<file path="config.mk">
export PLATFORM = sky130hd
export DESIGN_NAME = dncounter_seq_flat
export DESIGN_NICKNAME = d
export VERILOG_FILES = /design/src/rtl/dncounter_seq_if.sv /design/src/rtl/dncounter_seq.sv /design/src/flat_wrapper.sv
export SDC_FILE = /design/constraint.sdc
export NUM_CORES = 1
export LEC_CHECK = 0
export CAP_MARGIN = 20
export CORE_MARGIN = 2
export CORE_UTILIZATION = 52
export CTS_CLUSTER_DIAMETER = 200
export DETAILED_ROUTE_END_ITERATION = 8
export GPL_ROUTABILITY_DRIVEN = 0
export GPL_TIMING_DRIVEN = 0
export PLACE_DENSITY = 0.81
export SKIP_LAST_GASP = 1
export SLEW_MARGIN = 20
export SYNTH_ARGS = -nofsm -noshare
export SYNTH_HDL_FRONTEND = slang
export SYNTH_SLANG_ARGS = --single-unit
</file>
<file path="constraint.sdc">
create_clock -name cnt_clk -period 5.8 [get_ports cnt_clk]
set_input_delay 0.58 -clock cnt_clk [delete_from_list [all_inputs] [get_ports cnt_clk]]
set_output_delay 0.58 -clock cnt_clk [all_outputs]
set_load 0.02 [all_outputs]
</file>
<file path="src/rtl/dncounter_seq_if.sv">
// Control/status bundle between convolution control logic and the down-counter sequencer.
interface dncounter_seq_if #(
  parameter int CNT_WIDTH  = 3,
  parameter int PASS_WIDTH = 4
);
  // Handshake: cnt_start is a single-cycle request with no ready; the requester
  // watches cnt_busy (RUN), cnt_done (pass finished) and cnt_err (start refused).
  logic                  cnt_start;
  logic                  cnt_en;
  logic                  cnt_ld_en;
  logic [CNT_WIDTH-1:0]  cnt_ld_val;
  logic [CNT_WIDTH-1:0]  cnt_downto;
  logic                  cnt_reload;
  logic                  cnt_abort;
  logic [CNT_WIDTH-1:0]  cnt_out;
  logic                  cnt_busy;
  logic                  cnt_done;
  logic                  cnt_err;
  logic [PASS_WIDTH-1:0] cnt_pass;
  logic                  cnt_state;

  modport master (
    output cnt_start, cnt_en, cnt_ld_en, cnt_ld_val, cnt_downto, cnt_reload, cnt_abort,
    input  cnt_out, cnt_busy, cnt_done, cnt_err, cnt_pass, cnt_state
  );

  modport slave (
    input  cnt_start, cnt_en, cnt_ld_en, cnt_ld_val, cnt_downto, cnt_reload, cnt_abort,
    output cnt_out, cnt_busy, cnt_done, cnt_err, cnt_pass, cnt_state
  );
endinterface

</file>
<file path="src/rtl/dncounter_seq.sv">
// Loadable down-counter sequencer: counts a latched top value down to a floor,
// optionally auto-reloading, with done/err pulses and a saturating pass count.
module dncounter_seq #(
  parameter int CNT_WIDTH  = 3,
  parameter int PASS_WIDTH = 4
) (
  input logic          cnt_clk,
  input logic          cnt_rst,
  dncounter_seq_if.slave bus
);

  localparam logic [0:0] ST_IDLE = 1'b0;
  localparam logic [0:0] ST_RUN  = 1'b1;

  localparam logic [CNT_WIDTH-1:0]  CNT_ONE  = CNT_WIDTH'(1);
  localparam logic [PASS_WIDTH-1:0] PASS_ONE = PASS_WIDTH'(1);
  localparam logic [PASS_WIDTH-1:0] PASS_MAX = '1;

  logic [0:0]            state;
  logic [CNT_WIDTH-1:0]  top;
  logic [CNT_WIDTH-1:0]  floor_val;
  logic                  mode_reload;
  logic [CNT_WIDTH-1:0]  count;
  logic                  done;
  logic                  err;
  logic [PASS_WIDTH-1:0] pass;

  always_ff @(posedge cnt_clk or posedge cnt_rst) begin
    if (cnt_rst) begin
      state       <= ST_IDLE;
      top         <= '0;
      floor_val   <= '0;
      mode_reload <= 1'b0;
      count       <= '0;
      done        <= 1'b0;
      err         <= 1'b0;
      pass        <= '0;
    end else begin
      done <= 1'b0;
      err  <= 1'b0;
      if (bus.cnt_abort) begin
        state <= ST_IDLE;
      end else if (bus.cnt_start) begin
        // A refused start never disturbs count or pass; from RUN it also stops the walk.
        if (bus.cnt_ld_val >= bus.cnt_downto) begin
          top         <= bus.cnt_ld_val;
          floor_val   <= bus.cnt_downto;
          mode_reload <= bus.cnt_reload;
          count       <= bus.cnt_ld_val;
          pass        <= '0;
          state       <= ST_RUN;
        end else begin
          err   <= 1'b1;
          state <= ST_IDLE;
        end
      end else if (state == ST_RUN) begin
        if (bus.cnt_ld_en) begin
          count <= top;
        end else if (bus.cnt_en) begin
          if (count > floor_val) begin
            count <= count - CNT_ONE;
          end else begin
            // count never drops below the floor, so this branch is the terminal step.
            done <= 1'b1;
            if (pass != PASS_MAX) pass <= pass + PASS_ONE;
            if (mode_reload) count <= top;
            else             state <= ST_IDLE;
          end
        end
      end
    end
  end

  assign bus.cnt_out   = count;
  assign bus.cnt_busy  = (state == ST_RUN);
  assign bus.cnt_done  = done;
  assign bus.cnt_err   = err;
  assign bus.cnt_pass  = pass;
  assign bus.cnt_state = state[0];

endmodule

</file>
<file path="src/flat_wrapper.sv">
// flat-port wrapper written by rule: the top's interface ports become plain ports
module dncounter_seq_flat 
#(
  parameter int CNT_WIDTH  = 3,
  parameter int PASS_WIDTH = 4
)
  (cnt_clk, cnt_rst, bus_cnt_start, bus_cnt_en, bus_cnt_ld_en, bus_cnt_ld_val, bus_cnt_downto, bus_cnt_reload, bus_cnt_abort, bus_cnt_out, bus_cnt_busy, bus_cnt_done, bus_cnt_err, bus_cnt_pass, bus_cnt_state);
  dncounter_seq_if #(.CNT_WIDTH(CNT_WIDTH), .PASS_WIDTH(PASS_WIDTH)) bus_i ();
  input logic cnt_clk;
  input logic cnt_rst;
  input wire logic [$bits(bus_i.cnt_start)-1:0] bus_cnt_start;
  input wire logic [$bits(bus_i.cnt_en)-1:0] bus_cnt_en;
  input wire logic [$bits(bus_i.cnt_ld_en)-1:0] bus_cnt_ld_en;
  input wire logic [$bits(bus_i.cnt_ld_val)-1:0] bus_cnt_ld_val;
  input wire logic [$bits(bus_i.cnt_downto)-1:0] bus_cnt_downto;
  input wire logic [$bits(bus_i.cnt_reload)-1:0] bus_cnt_reload;
  input wire logic [$bits(bus_i.cnt_abort)-1:0] bus_cnt_abort;
  output wire logic [$bits(bus_i.cnt_out)-1:0] bus_cnt_out;
  output wire logic [$bits(bus_i.cnt_busy)-1:0] bus_cnt_busy;
  output wire logic [$bits(bus_i.cnt_done)-1:0] bus_cnt_done;
  output wire logic [$bits(bus_i.cnt_err)-1:0] bus_cnt_err;
  output wire logic [$bits(bus_i.cnt_pass)-1:0] bus_cnt_pass;
  output wire logic [$bits(bus_i.cnt_state)-1:0] bus_cnt_state;
  assign bus_i.cnt_start = bus_cnt_start;
  assign bus_i.cnt_en = bus_cnt_en;
  assign bus_i.cnt_ld_en = bus_cnt_ld_en;
  assign bus_i.cnt_ld_val = bus_cnt_ld_val;
  assign bus_i.cnt_downto = bus_cnt_downto;
  assign bus_i.cnt_reload = bus_cnt_reload;
  assign bus_i.cnt_abort = bus_cnt_abort;
  assign bus_cnt_out = bus_i.cnt_out;
  assign bus_cnt_busy = bus_i.cnt_busy;
  assign bus_cnt_done = bus_i.cnt_done;
  assign bus_cnt_err = bus_i.cnt_err;
  assign bus_cnt_pass = bus_i.cnt_pass;
  assign bus_cnt_state = bus_i.cnt_state;
  dncounter_seq #(.CNT_WIDTH(CNT_WIDTH), .PASS_WIDTH(PASS_WIDTH)) u_core (.cnt_clk(cnt_clk), .cnt_rst(cnt_rst), .bus(bus_i));
endmodule
</file>
After elaboration in Yosys (flattened, before gate mapping)
Cells that the tools add are included.
- add/subtract/negate cells: 2
- magnitude comparators: 2
- eq/ne operators: 4
- mux-type cells: 31
- bitwise logic cells: 1
- reductions and logical operators: 8
- operator list (kind ; count):
    two-way mux 4 bit ; 7
    two-way mux 3 bit ; 7
    two-way mux 1 bit ; 17
    AND reduction 7 bit ; 1
    nonzero test 2 bit ; 3
    AND reduction 5 bit ; 1
    adder 4 x 1 -> 4 bit, second input constant ; 1
    inequality test 2 bit, second input constant ; 2
    inequality test 4 bit, second input constant ; 1
    nonzero test 4 bit ; 1
    greater-or-equal comparator 3 bit ; 1
    greater-than comparator 3 bit ; 1
    AND reduction 3 bit ; 1
    nonzero test 3 bit ; 1
    subtractor 3 x 1 -> 3 bit, second input constant ; 1
    inequality test 2 x 1 -> 1 bit, second input constant ; 1
    inverter 1 bit ; 1
- register bits after elaboration: 17
- bits of input ports: 13
- output and inout bits: 11
- word-level logic and storage cells: 56

Longest topological paths before layout
Gate-level depths: netlist (run 1).
- depth after elaboration: 7
- mapped depth: 7
- gate-level depth less buffers: 7

Worst setup path before layout (run 1)
Ideal clock, no wire load.
- path kind: input port to flip-flop
- from: input port bus_cnt_downto[2]
- to: register u_core.count[2], in the netlist u_core.bus.cnt_out[2]
- library setup time: 128 ps
- arrival: 2087 ps
- data required time: 5672 ps
- setup slack: 3586 ps
- cell stages on the path: 7
- buffers on the path: 0
- path through: inv_1 ha_1 nor2_1 a211o_1 a21oi_1 a21boi_1 mux2_1
- cells in the longest elaborated chain, start to end: 3
- ends and longest elaborated chain (element ; RTL line ; RTL):
    start, declared ; flat_wrapper.sv:15 ; input wire logic [$bits(bus_i.cnt_downto)-1:0] bus_cnt_downto;
    greater-or-equal comparator 3 bit ; dncounter_seq.sv:45 ; if (bus.cnt_ld_val >= bus.cnt_downto) begin
    inequality test 2 x 1 -> 1 bit (no line) ; - ;
    AND reduction 5 bit (no line) ; - ;
    end signal, assigned ; dncounter_seq.sv:49 ; count <= bus.cnt_ld_val;
    end signal, assigned ; dncounter_seq.sv:58 ; count <= top;
    end signal, assigned ; dncounter_seq.sv:61 ; count <= count - CNT_ONE;
    end, declared ; dncounter_seq.sv:23 ; logic [CNT_WIDTH-1:0] count;
No other way between the ends.
A chain may end at the register's enable or synchronous reset.

Final worst setup path (run 1)
Ends and elaborated chain as after synthesis.

==> results of run 1 <==
[area by class of cell]
| type | count | share of cell area [%] |
|---|---|---|
| multi-input cells | 78 | 43.3 |
| flip-flops and latches | 17 | 31.7 |
| repair buffers | 23 | 17.1 |
| inverters | 9 | 2.51 |
| well taps | 27 | 2.51 |
| clock buffers | 4 | 1.96 |
| plain buffers | 2 | 0.931 |
[final timing paths]
kind | startpoint | to | slack [ns] | depth (start not counted)
min in group asynchronous | cnt_rst | u_core.top[0] | 0.68 | 2
min | u_core.floor_val[0] | u_core.floor_val[0] | 0.51 | 1
min reg2reg | u_core.floor_val[0] | u_core.floor_val[0] | 0.51 | 1
max | bus_cnt_downto[2] | u_core.bus.cnt_out[2] | 3.15 | 8
max in group asynchronous | cnt_rst | u_core.bus.cnt_pass[3] | 4.71 | 2
max reg2reg | u_core.bus.cnt_out[2] | u_core.bus.cnt_pass[3] | 3.67 | 6
[metal layers]
layer  vias up  global-route usage, %  wire length [um]
met5         -                      0                 0
met4         0                   4.29                 8
met3         2                   4.60                97
met2        25                   35.4              1010
met1       426                   24.3               995
li1        440                      -                 -
[synthesized netlist by cell type (2+ instances only)]
cell / n
sky130_fd_sc_hd__nor2_1: 9
sky130_fd_sc_hd__a211oi_1: 2
sky130_fd_sc_hd__nand3_1: 5
sky130_fd_sc_hd__o21ai_1: 10
sky130_fd_sc_hd__nand2_1: 7
sky130_fd_sc_hd__ha_1: 8
sky130_fd_sc_hd__a21oi_1: 3
sky130_fd_sc_hd__nand2b_1: 2
sky130_fd_sc_hd__dfrtp_1: 17
sky130_fd_sc_hd__mux2i_1: 4
sky130_fd_sc_hd__inv_1: 9
sky130_fd_sc_hd__o21ai_0: 2
sky130_fd_sc_hd__mux2_1: 5
sky130_fd_sc_hd__a211o_1: 3
sky130_fd_sc_hd__nor3_1: 2
[power by group]
part | total [uW] | switching, uW | internal [uW]
registers | 166 | 21.4 | 144
clock network | 62.3 | 35.7 | 26.6
logic | 223 | 120 | 103
total | 451 | 178 | 274
[critical path: stages]
cell and delay (ns):
sky130_fd_sc_hd__clkdlybuf4s50_1 0.48, sky130_fd_sc_hd__inv_1 0.05, sky130_fd_sc_hd__ha_1 0.26, sky130_fd_sc_hd__nor2_1 0.08, sky130_fd_sc_hd__a211o_1 0.29, sky130_fd_sc_hd__a21oi_1 0.33, sky130_fd_sc_hd__a21boi_1 0.40, sky130_fd_sc_hd__mux2_1 0.36
[registers in the layout, indices dropped and copies added (netlist names)]
signal               flops
u_core.bus.cnt_done      1
u_core.bus.cnt_busy      1
u_core.bus.cnt_pass      4
u_core.floor_val         3
u_core.mode_reload       1
u_core.bus.cnt_out       3
u_core.bus.cnt_err       1
u_core.top               3
[through the flow]
| step | hold WS (ns) | power [uW] | cell area (um^2) | cells | util, % |
|---|---|---|---|---|---|
| 2_1_floorplan | 0.458 | 319 | 1050 | 106 | - |
| 3_3_place_gp | 0.476 | 383 | 1320 | 156 | 67.8 |
| 3_5_place_dp | 0.484 | 390 | 1320 | 156 | 67.8 |
| 4_1_cts | 0.507 | 454 | 1340 | 160 | 69.2 |
| 5_1_grt | 0.524 | 486 | 1340 | 160 | 69.2 |
| 6_report | 0.507 | 451 | 1340 | 160 | 69.2 |
[cells by family (layout without fill, tap and decap cells)]
group	count (synthesis)	count (layout)	synth area share (%)
buf+inv	11	38	4.39
xor+xnor	1	1	0.832
flops	17	17	40.4
fa+ha+maj	8	8	9.50
compound gates	29	29	19.8
mux	9	9	9.14
simple gates	31	31	15.9
==> insert_results.sql, run 1 <==
INSERT INTO impl_metrics (metric_group, metric, value, unit) VALUES
('yosys', 'postSynthCellCount', '106', ''),
('yosys', 'yosysUniqueCellTypes', '33', ''),
('sta', 'grt_setup_unrepaired', 'false', ''),
('routing', 'postRouteWirelength', '2110', 'um'),
('yosys', 'synth_edf_count', '0', ''),
('yosys', 'synth.area.top_cells', 'sky130_fd_sc_hd__dfrtp_1 (40%), sky130_fd_sc_hd__ha_1 (9.5%), sky130_fd_sc_hd__mux2_1 (5.3%)', ''),
('routing', 'post-route-drc-count', '0', ''),
('cts', 'cts_num_sinks', '17', ''),
('sta', 'layout_worst_path_cycle_share', '45.6', '%'),
('sta', 'final-hold-violation-count', '0', ''),
('yosys', 'synthesis.yosys.warnings', '0', ''),
('cts', 'ctsHtreeMaxLevel', '1', ''),
('sta', 'period_needed', '2.65', 'ns'),
('cts', 'tritoncts', 'yes', ''),
('die', 'floorplan.initialDensity', '54.3', '%'),
('placed_design', 'place_ws', '2.87', 'ns'),
('power_and_ir_drop', 'power_per_cell_area', '336', 'mW/mm^2'),
('cells_and_area', 'layout_commonest_cell', 'sky130_fd_sc_hd__clkdlybuf4s50_1', ''),
('yosys', 'synth_top_cell_by_area', 'sky130_fd_sc_hd__dfrtp_1', ''),
('die', 'io_pins', '24', ''),
('yosys', 'synth_flop_cell', 'sky130_fd_sc_hd__dfrtp_1', ''),
('setup_path', 'worstSetupStartpointType', 'input pin', ''),
('outcome', 'result_of_the_run', 'completed', ''),
('yosys', 'mappedNetlistNets', '127', ''),
('power_and_ir_drop', 'peakVddDrop', '0.262', 'mV'),
('yosys', 'synth.ff_latch_count', '17', ''),
('sta', 'totalNegativeSetupSlack', '0', 'ns'),
('yosys', 'yosys.area.top_type_share', '40.4', '%'),
('cells_and_area', 'regArea', '425', 'um^2'),
('die', 'placeableCoreArea', '0.00194', 'mm^2'),
('power_and_ir_drop', 'power_leakage', '0.000593', 'uW'),
('yosys', 'synth.cell_area', '0.00105', 'mm^2'),
('cells_and_area', 'fillCellCount', '160', ''),
('setup_path', 'critPathKind', 'input pin to flip-flop', ''),
('cts', 'clock_latency', '0.28', 'ns'),
('global_routing', 'pin_count_of_the_biggest_net_entering_global_routing', '18', ''),
('sta', 'worst_pin_slew', '0.774', 'ns'),
('die', 'die_width', '49.0', 'um'),
('global_routing', 'number_of_global_route_vias_before_repair', '866', ''),
('cells_and_area', 'antenna_cells_inserted', '0', ''),
('yosys', 'syn-mean-instance-area', '9.94', 'um^2'),
('global_routing', 'groute.usage.overall', '19.8', '%'),
('cts', 'post_cts_hold_buffer_count', '0', ''),
('die', 'number_of_rows_created_at_floorplan', '16', ''),
('routing', 'dr.pass1.iters', '4', ''),
('die', 'fp.dieH', '49.0', 'um'),
('setup_path', 'critical_path_required', '5.98', 'ns'),
('cells_and_area', 'finalNetCount', '155', ''),
('cts', 'clock_path_buffers', '2', ''),
('cells_and_area', 'layout-area-overhead-vs-synth', '27.6', '%'),
('routing', 'detail_route.vias_per_cell', '5.58', ''),
('sta', 'worst_skew', '0.00640', 'ns'),
('cts', 'clk_transition_reported_paths', '0.10', 'ns'),
('yosys', 'synth-seq-area-share', '40.4', '%'),
('placed_design', 'dp_hpwl', '1670', 'um'),
('sta', 'final_critical_path_setup_slack', '3.15', 'ns'),
('routing', 'final_antenna_net_count', '0', ''),
('sta', 'timing.final.max_slew_violations', '0', ''),
('global_routing', 'grt_antenna_before_repair', '0', ''),
('cts', 'clock_tree.root_cell', 'sky130_fd_sc_hd__clkbuf_4', ''),
('yosys', 'share_of_flip_flops_with_an_asynchronous_set_or_reset', '100', '%'),
('setup_path', 'crit_path_max_fanout', '4', ''),
('cts', 'post_cts_buffers', '0', ''),
('hold_path', 'holdCritPathClass', 'flip-flop to flip-flop', ''),
('flow_run', 'max_cap_viol_count', '0', ''),
('sta', 'relSlewSlack', '48.3', '%'),
('cells_and_area', 'layout_common_cells', 'sky130_fd_sc_hd__clkdlybuf4s50_1 (23), sky130_fd_sc_hd__dfrtp_1 (17), sky130_fd_sc_hd__o21ai_1 (10)', ''),
('cts', 'cts-resized-gates', '0', ''),
('routing', 'dr_total_vias', '893', ''),
('routing', 'post_dr_wirelength_cell', '13.2', 'um'),
('global_routing', 'global_route.overflow_total', '0', '');
No activity file was read; power rests on OpenSTA's default activity.
==> inputs of run 2 (changes only) <==
CORE_UTILIZATION = 44   (was 52)
PLACE_DENSITY = 0.73   (was 0.81)
clock period = 2.33 ns   (was 5.8 ns; I/O delays follow)
==> insert_results.sql, run 2 (same netlist as run 1, synthesis figures left out) <==
INSERT INTO impl_metrics (metric_group, metric, value, unit) VALUES
('outcome', 'result_of_the_run', 'completed', ''),
('routing', 'post_dr_wirelength_cell', '14.6', 'um'),
('setup_path', 'r2r_start', 'u_core.bus.cnt_out[2]', ''),
('cells_and_area', 'multi_input_comb_area', '589', 'um^2'),
('sta', 'layout_worst_path_cycle_share', '92.4', '%'),
('global_routing', 'pin_count_of_the_biggest_net_entering_global_routing', '18', ''),
('sta', 'relSlewSlack', '44.1', '%'),
('die', 'fp.dieArea', '0.00280', 'mm^2'),
('cells_and_area', 'regArea', '425', 'um^2'),
('routing', 'final_antenna_net_count', '0', ''),
('die', 'die_width', '52.9', 'um'),
('die', 'floorplan.initialDensity', '47.2', '%'),
('routing', 'detail_route.vias_per_cell', '5.66', ''),
('routing', 'total_length_of_routed_met2_wires', '1140', 'um'),
('cts', 'tritoncts', 'yes', ''),
('routing', 'highest-signal-layer', 'met4', ''),
('setup_path', 'crit_path_max_fanout', '10', ''),
('setup_path', 'r2r_setup_slack', '0.24', 'ns'),
('setup_path', 'worstSetupEndpointType', 'flip-flop', ''),
('global_routing', 'grt_first_pass_wirelength', '4090', 'um'),
('cts', 'clock_latency', '0.29', 'ns'),
('sta', 'worst_pin_slew', '0.837', 'ns'),
('setup_path', 'crit_arrival', '2.33', 'ns'),
('setup_path', 'critPathKind', 'input pin to flip-flop', ''),
('global_routing', 'global_route.overflow_total', '0', ''),
('sta', 'worst_skew', '0.00285', 'ns'),
('cells_and_area', 'largest_register_ffs', '4', ''),
('sta', 'timing.final.max_slew_violations', '0', ''),
('routing', 'post-route-drc-count', '0', ''),
('cells_and_area', 'antenna_cells_inserted', '0', ''),
('flow_run', 'max_cap_viol_count', '0', ''),
('global_routing', 'groute.usage.overall', '19.9', '%'),
('die', 'number_of_rows_created_at_floorplan', '17', ''),
('die', 'fp.dieH', '52.9', 'um'),
('cells_and_area', 'layout_common_cells', 'sky130_fd_sc_hd__clkdlybuf4s50_1 (23), sky130_fd_sc_hd__dfrtp_1 (17), sky130_fd_sc_hd__o21ai_1 (10)', ''),
('routing', 'dr_total_vias', '912', ''),
('placed_design', 'place_ws', '-0.296', 'ns'),
('routing', 'postRouteWirelength', '2360', 'um'),
('setup_path', 'crit-reg2reg-capture', 'u_core.bus.cnt_out[2]', ''),
('sta', 'grt_setup_unrepaired', 'false', ''),
('cts', 'numCtsBuffers', '3', ''),
('setup_path', 'r2r.worst_path.cells', '6', ''),
('cells_and_area', 'finalNetCount', '155', ''),
('cts', 'clock_tree.root_cell', 'sky130_fd_sc_hd__clkbuf_4', ''),
('cts', 'clock_path_buffers', '2', ''),
('power_and_ir_drop', 'post-layout-total-power', '1130', 'uW'),
('die', 'placeableCoreArea', '0.00223', 'mm^2'),
('cells_and_area', 'layout-area-overhead-vs-synth', '28.5', '%'),
('routing', 'met3_routed_wl', '106', 'um'),
('setup_path', 'worstSetupStartpointType', 'input pin', ''),
('sta', 'final.hold.worst_slack', '0.329', 'ns'),
('setup_path', 'critical_path_required', '2.51', 'ns'),
('sta', 'totalNegativeSetupSlack', '0', 'ns'),
('sta', 'final_critical_path_setup_slack', '0.178', 'ns'),
('sta', 'setup_viol', '0', ''),
('sta', 'final-hold-violation-count', '0', ''),
('cells_and_area', 'final_layout_size_suffix_gt1_share', '9.02', '%'),
('sta', 'period_needed', '2.15', 'ns'),
('cells_and_area', 'layout_commonest_cell', 'sky130_fd_sc_hd__clkdlybuf4s50_1', ''),
('hold_path', 'holdCritPathClass', 'input pin to async pin', ''),
('power_and_ir_drop', 'power_per_cell_area', '836', 'mW/mm^2'),
('cells_and_area', 'fillCellCount', '195', ''),
('placed_design', 'count_of_buffers_inserted_at_the_top_level_ports', '23', ''),
('cts', 'clk_transition_reported_paths', '0.11', 'ns'),
('routing', 'm1WireLength', '1100', 'um'),
('cells_and_area', 'layoutNonFillerInstCount', '161', ''),
('global_routing', 'number_of_global_route_vias_before_repair', '916', ''),
('sta', 'highest_attainable_clock_frequency', '465', 'MHz'),
('cts', 'cts_num_sinks', '17', ''),
('placed_design', 'placedCellCount', '157', ''),
('die', 'io_pins', '24', ''),
('cts', 'post_cts_hold_buffer_count', '0', ''),
('cts', 'ctsHtreeMaxLevel', '1', ''),
('routing', 'dr.pass1.iters', '4', ''),
('power_and_ir_drop', 'peakVddDrop', '0.530', 'mV'),
('power_and_ir_drop', 'power_leakage', '0.000596', 'uW'),
('routing', 'detailedRoute.firstIterationViolations', '19', ''),
('placed_design', 'dp_hpwl', '1790', 'um'),
('global_routing', 'grt_antenna_before_repair', '0', '');
[run 2: changes by cell type in the layout (fill, tap and decap cells not counted)]
cell | previous run | this run
sky130_fd_sc_hd__a21boi_1 | 1 | 0
sky130_fd_sc_hd__clkbuf_1 | 1 | 0
sky130_fd_sc_hd__a21boi_2 | 0 | 1
sky130_fd_sc_hd__a21oi_2 | 0 | 1
sky130_fd_sc_hd__clkinv_2 | 0 | 1
sky130_fd_sc_hd__a21oi_1 | 3 | 2
[run 2: worst max-delay path by stage]
stage / start / endpoint / slack, ns / cells past startpoint
3_3_place_gp: bus_cnt_downto[2] / u_core.bus.cnt_out[2] / -0.25 / 8
6_report: bus_cnt_ld_val[0] / u_core.top[2] / 0.18 / 6
5_1_grt: bus_cnt_ld_val[0] / u_core.floor_val[0] / 0.05 / 6
2_1_floorplan: u_core.bus.cnt_out[2] / u_core.bus.cnt_pass[3] / 0.34 / 6
3_5_place_dp: bus_cnt_downto[2] / u_core.bus.cnt_out[2] / -0.30 / 8
4_1_cts: bus_cnt_downto[2] / u_core.bus.cnt_out[2] / 0.01 / 8
[run 2: per-layer routing]
layer	up-vias	global-route usage, %
met1	441	27.1
met3	2	3.67
met2	23	32.3
met5	-	0
met4	0	5.13
li1	446	-
[run 2: final cells by class]
class / count / share of cell area [%]
multi-input combinational: 78 / 43.5
sequential: 17 / 31.4
timing repair buffer: 23 / 17.0
tap: 28 / 2.59
inverter: 9 / 2.50
clock buffer: 3 / 1.66
buffer: 2 / 0.924
clock inverter: 1 / 0.370
[run 2: report_power, final]
group / internal, uW / leakage, uW / switching [uW]
Combinational: 256 / 0.000360 / 301
Clock: 63.7 / 0.0000177 / 97.0
Sequential: 360 / 0.000218 / 54.5
[run 2: timing repair]
action                     CTS  global route
setup buffers                0             0
gates resized for setup      0             2
setup endpoints to repair    0             1
hold endpoints to repair     0             0
[run 2: worst max-delay path, cell delays in order]
cell and delay, ns:
sky130_fd_sc_hd__clkdlybuf4s50_1 0.47, sky130_fd_sc_hd__inv_1 0.06, sky130_fd_sc_hd__ha_1 0.28, sky130_fd_sc_hd__o21ai_1 0.15, sky130_fd_sc_hd__a211oi_2 0.73, sky130_fd_sc_hd__mux2_1 0.39
[run 2: metrics by stage]
step,instance area (um^2),utilization (%)
2_1_floorplan,1050,-
3_3_place_gp,1320,59.0
3_5_place_dp,1320,59.0
4_1_cts,1350,60.3
5_1_grt,1350,60.6
6_report,1350,60.6
